File: config.mk
export PLATFORM = sky130hd
export DESIGN_NAME = fb_arbiter
export DESIGN_NICKNAME = d
export VERILOG_FILES = /design/src/rtl/fb_arbiter.sv
export SDC_FILE = /design/constraint.sdc
export NUM_CORES = 1
export LEC_CHECK = 0
export ABC_AREA = 0
export CORE_ASPECT_RATIO = 0.8
export CORE_MARGIN = 2
export CORE_UTILIZATION = 35
export CTS_BUF_LIST = sky130_fd_sc_hd__clkbuf_8
export CTS_CLUSTER_DIAMETER = 40
export CTS_CLUSTER_SIZE = 16
export DETAILED_ROUTE_END_ITERATION = 16
export DONT_BUFFER_PORTS = 1
export MAX_ROUTING_LAYER = met4
export SKIP_LAST_GASP = 1
export SYNTH_ARGS = -nofsm -noshare
export SYNTH_HDL_FRONTEND = slang
export SYNTH_SLANG_ARGS = --single-unit
File: constraint.sdc
create_clock -name vgaclk -period 2.2 [get_ports vgaclk]
set_input_delay 0.22 -clock vgaclk [delete_from_list [all_inputs] [get_ports vgaclk]]
set_output_delay 0.22 -clock vgaclk [all_outputs]
set_load 0.02 [all_outputs]
File: src/rtl/fb_arbiter.sv
// fb_arbiter: single-port frame-buffer arbiter for a VGA pipeline.
// The display fetch has absolute priority. It reads while blank_b=1.
// Queued pixel writes are drained one per cycle while blanking (blank_b=0).
//
// Ports:
//   vgaclk, reset_n            clock and asynchronous active-low reset
//   blank_b, fb_x, fb_y        display-active flag and fetch coordinates
//   wr_valid/wr_addr/wr_data   write request, accepted when wr_ready=1
//   wr_ready                   write FIFO not full
//   mem_addr/mem_we/mem_wdata  registered command to a synchronous RAM
//   mem_rdata                  RAM read data, valid one cycle after command
//   pix_data/pix_valid         fetched pixel, two cycles after coordinate sample
//   state                      IDLE=0, DISP=1, DRAIN=2
//   stall_cnt                  count of cycles with wr_valid=1 and wr_ready=0
//
// Build option: define FB_ARB_STATS_EN to include the stall counter.
// Without it, stall_cnt is tied to 0.
module fb_arbiter #(
  parameter int AW    = 15,
  parameter int DW    = 8,
  parameter int FB_W  = 160,
  parameter int DEPTH = 4
) (
  input  logic          vgaclk,
  input  logic          reset_n,
  input  logic          blank_b,
  input  logic [7:0]    fb_x,
  input  logic [6:0]    fb_y,
  input  logic          wr_valid,
  input  logic [AW-1:0] wr_addr,
  input  logic [DW-1:0] wr_data,
  output logic          wr_ready,
  output logic [AW-1:0] mem_addr,
  output logic          mem_we,
  output logic [DW-1:0] mem_wdata,
  input  logic [DW-1:0] mem_rdata,
  output logic [DW-1:0] pix_data,
  output logic          pix_valid,
  output logic [1:0]    state,
  output logic [15:0]   stall_cnt
);

  localparam int PW = (DEPTH > 1) ? $clog2(DEPTH) : 1;
  localparam int CW = $clog2(DEPTH + 1);

  typedef enum logic [1:0] {
    ST_IDLE  = 2'd0,
    ST_DISP  = 2'd1,
    ST_DRAIN = 2'd2
  } state_t;

  state_t r_state, w_state_nxt;

  // Write FIFO
  logic [AW-1:0] r_fifo_addr [DEPTH];
  logic [DW-1:0] r_fifo_data [DEPTH];
  logic [PW-1:0] r_wptr, r_rptr;
  logic [CW-1:0] r_count;
  logic          w_full, w_empty, w_push, w_pop;

  assign w_full   = (r_count == CW'(DEPTH));
  assign w_empty  = (r_count == '0);
  assign wr_ready = !w_full;
  assign w_push   = wr_valid && !w_full;
  // Pop is based on the registered count.
  // A push into an empty FIFO is therefore never popped on the same edge.
  assign w_pop    = !blank_b && !w_empty;

  always_ff @(posedge vgaclk or negedge reset_n) begin
    if (!reset_n) begin
      r_wptr  <= '0;
      r_rptr  <= '0;
      r_count <= '0;
    end else begin
      if (w_push) r_wptr <= r_wptr + PW'(1);
      if (w_pop)  r_rptr <= r_rptr + PW'(1);
      case ({w_push, w_pop})
        2'b10:   r_count <= r_count + CW'(1);
        2'b01:   r_count <= r_count - CW'(1);
        default: r_count <= r_count;
      endcase
    end
  end

  always_ff @(posedge vgaclk) begin
    if (w_push) begin
      r_fifo_addr[r_wptr] <= wr_addr;
      r_fifo_data[r_wptr] <= wr_data;
    end
  end

  // The display address is computed in AW bits.
  // Modulo-2^AW arithmetic gives the same truncated result as a wide product.
  logic [AW-1:0] w_disp_addr;
  assign w_disp_addr = AW'(fb_y) * AW'(FB_W) + AW'(fb_x);

  logic          w_we_nxt;
  logic [AW-1:0] w_addr_nxt;
  logic [DW-1:0] w_wdata_nxt;

  always_comb begin
    w_state_nxt = ST_IDLE;
    w_we_nxt    = 1'b0;
    w_addr_nxt  = mem_addr;
    w_wdata_nxt = mem_wdata;
    if (blank_b) begin
      w_state_nxt = ST_DISP;
      w_addr_nxt  = w_disp_addr;
    end else if (!w_empty) begin
      w_state_nxt = ST_DRAIN;
      w_we_nxt    = 1'b1;
      w_addr_nxt  = r_fifo_addr[r_rptr];
      w_wdata_nxt = r_fifo_data[r_rptr];
    end
  end

  always_ff @(posedge vgaclk or negedge reset_n) begin
    if (!reset_n) begin
      r_state   <= ST_IDLE;
      mem_we    <= 1'b0;
      mem_addr  <= '0;
      mem_wdata <= '0;
    end else begin
      r_state   <= w_state_nxt;
      mem_we    <= w_we_nxt;
      mem_addr  <= w_addr_nxt;
      mem_wdata <= w_wdata_nxt;
    end
  end

  assign state = r_state;

  // Pixel return path.
  // The edge sampling blank_b issues the command, the next edge is the RAM read,
  // and the following edge captures the pixel.
  // blank_b therefore goes through two stages before reaching pix_valid.
  logic r_blank_d1, r_blank_d2;

  always_ff @(posedge vgaclk or negedge reset_n) begin
    if (!reset_n) begin
      r_blank_d1 <= 1'b0;
      r_blank_d2 <= 1'b0;
      pix_valid  <= 1'b0;
      pix_data   <= '0;
    end else begin
      r_blank_d1 <= blank_b;
      r_blank_d2 <= r_blank_d1;
      pix_valid  <= r_blank_d2;
      pix_data   <= r_blank_d2 ? mem_rdata : '0;
    end
  end

`ifdef FB_ARB_STATS_EN
  logic [15:0] r_stall_cnt;

  always_ff @(posedge vgaclk or negedge reset_n) begin
    if (!reset_n) begin
      r_stall_cnt <= '0;
    end else if (wr_valid && w_full && (r_stall_cnt != '1)) begin
      r_stall_cnt <= r_stall_cnt + 16'd1;
    end
  end

  assign stall_cnt = r_stall_cnt;
`else
  assign stall_cnt = '0;
`endif

endmodule

==> impl_results.md <==
- Status: completed
- Clk pwr share: 24.7%
- R2R Path Start: r_count[0]
- Post-synth EDFFs: 92
- Syn Std Cell Area: 5720 sq um
- I/O Buffers: 0
- Logic gate share of total power: 26.1%
- Largest net degree at the start of global routing: 43
- Post-CTS setup buffer count: 0
- DR WL/cell: 18.0 microns
- Ports: 102
- Pwr dens: 1190 nW/um^2
- N_diodes: 0
- Critical path required time: 2.56 ns
- Internal Pwr Total: 0.00544 W
- Hold Fails Final Rpt: 0
- Leakage: 2.51 nW
- Vias in the first global route: 3,322
- Max-cap check violation count: 0
- DPL Wire Length: 7.43 mm
- Via count: 2,987
- Gate Count Post-Synth: 340
- Synth warnings: 0
- Reg2reg path depth: 10
- Share of the synthesized area in the top cell type: 48.3%
- NetSw: 0.00261 W
- Post-cts resize count: 0
- Skew final: 0.0113 ns
- Die Ht: 118 microns
- DRT antenna net count: 0
- Synth-to-Final Area Change: 18.7%
- CP Capture Type: flip-flop
- CTS tree: done
- Sequential power share: 49.3%
- Filler cell count: 1,444
- Setup crit start: r_count[0]
- RSZ-0062 raised after global routing: no
- Slew HR: 28.3%
- Hold-fix buffers, CTS: 40
- CP Class: reg -> reg
- GRT Total Usage: 14.5%
- Top post-synthesis cells by area: edfxtp_1, dfrtp_1, mux4_2
- Clk Latency, worst-skew pair: 0.43 ns
- Crit-path max FO: 4
- Post-synth top flop: edfxtp_1
- Vias per cell: 4.75
- Most instantiated cells after synthesis: edfxtp_1, dfrtp_1, mux4_2
- CTS buffer count: 17
- Fmax achieved: 498 MHz
- Max VDD drop: 0.464 mV
- # setup viols final: 0
- Fraction of layout instances using a drive strength above 1: 20.5%
- Most frequent cell after synthesis: edfxtp_1
- Placed Cells: 557
- Root Driver: clkbuf_8
- Final net count: 472
- Post-synthesis sequential area ratio: 66.7%
- Post-synth ARST share: 31.3%
- Fin. max-slew vios: 0
- Flop2flop setup slack: 0.19 ns
- Non-Filler Instances: 629
- Synth area leader: edfxtp_1
- Core ar.: 15,900 sq um
- Startpoint Class: flip-flop
- H-tree Lvls: 4
- Initial antenna violation count: 0
- Switching Share: 32.4%
- DRC: 0
- DR iter-0 viols: 128
- Crit path time final: 2.01 ns
- Total power: 0.00805 W
- First-pass GRT wire length: 18.3 mm
- Clock transition at path regs: 0.08 ns
- Site row count: 41
- Die ar.: 17,400 sq um
- Hold Path Stages: 3
- DRT Wirelength: 11.3 mm
- Initial core utilization: 36.0%
- Grt ovf: 0
- RePlAce Congestion: 0.787
- Slew @ Worst Pin: 1.07 ns
- Crit path to: r_count[2]
- Data arrival, critical path: 2.37 ns
- Yosys reg bits: 134
- Tcrit/Tclk final: 91.2%
- Die Wd: 147 microns
- Clk sinks: 134
- Worst flop-to-flop path endpoint: r_count[2]
- Avg Cell Area, Syn: 16.8 sq um
- Hold/Removal Path Class: in -> reg
- Clock Path Buffers: 2
- DRT Pass-1 Iters: 4
- Synth unique cells: 41
[critical path: stages (launching register included)]
cell,delay [ns]
dfrtp_1,0.42
inv_1,0.12
nand3_1,0.10
and2_1,0.21
inv_1,0.07
ha_1,0.18
inv_1,0.06
fa_1,0.37
xor2_1,0.15
nor2_1,0.11
xor2_1,0.15
[registers in the layout (all words and copies together) (netlist names)]
register	count
mem_addr	15
mem_wdata	8
mem_we	1
pix_data	8
pix_valid	1
r_blank_d2	1
r_count	3
r_fifo_addr	60
r_fifo_data	32
r_rptr	2
r_wptr	2
state	1
[area by class of cell]
| class | instances | area (sq um) | share of cell area [%] |
|---|---|---|---|
| Multi-Input combinational cell | 177 | 1710 | 25.1 |
| Clock inverter | 11 | 98.8 | 1.46 |
| Sequential cell | 134 | 3810 | 56.2 |
| Timing Repair Buffer | 57 | 558 | 8.22 |
| Tap cell | 215 | 269 | 3.96 |
| Inverter | 14 | 52.6 | 0.774 |
| Clock buffer | 21 | 289 | 4.26 |
[per-stage QoR]
step	worst slack, ns	instance area (sq um)	util (%)	hold slack, ns	TNS, ns
after floorplan	0.0856	5780	-	-0.0756	0
after global placement	0.0814	5980	37.6	-0.0735	0
after detailed placement	-0.00476	5980	37.6	-0.0740	-0.00476
after CTS	0.173	6790	42.7	0.0228	0
after global routing	0.00536	6790	42.7	0.0512	0
final	0.193	6790	42.7	0.0607	0
[how the worst min path moves through the flow]
stage | from | endpoint | slack, ns
floorplan | reset_n | mem_addr[0] | -0.08
global placement | reset_n | mem_addr[14] | -0.07
detailed placement | reset_n | pix_data[2] | -0.07
CTS | fb_y[0] | mem_addr[5] | 0.02
global route | fb_y[0] | mem_addr[5] | 0.05
finish | fb_y[0] | mem_addr[5] | 0.06
[cell families after synthesis]
| logic type | Yosys count | synth area share (%) |
|---|---|---|
| simple gates | 48 | 4.70 |
| xor+xnor | 16 | 2.45 |
| fa+ha+maj | 21 | 4.99 |
| compound gates | 34 | 3.98 |
| flops | 134 | 66.7 |
| buf+inv | 44 | 4.59 |
| mux | 42 | 12.6 |
| other cells | 1 | 0.0656 |
[power by group through the flow]
stage | Sequential [W] | Combinational (W) | Clock (W)
after floorplan | 0.00382 | 0.00167 | 0
after global placement | 0.00402 | 0.00200 | 0
after detailed placement | 0.00405 | 0.00204 | 0
after CTS | 0.00399 | 0.00217 | 0.00206
after global routing | 0.00405 | 0.00233 | 0.00216
final | 0.00397 | 0.00210 | 0.00199
[cells in the final DEF, fill, tap and decap left out, types with 11 or more instances in the layout]
master / n
dlygate4sd3_1: 39
buf_4: 16
dfrtp_1: 41
clkbuf_8: 21
nand2_1: 11
conb_1: 16
ha_1: 18
inv_1: 15
mux2i_1: 11
mux4_2: 23
o21ai_0: 12
edfxtp_1: 92
[layer usage]
layer | vias up | routed length, microns | track usage (%)
met5 | - | 0 | -
met1 | 1523 | 4970 | 18.0
met3 | 7 | 759 | 5.41
met4 | 0 | 85 | 3.91
met2 | 91 | 5530 | 22.5
li1 | 1366 | - | -
No activity file was read; power rests on OpenSTA's default activity.
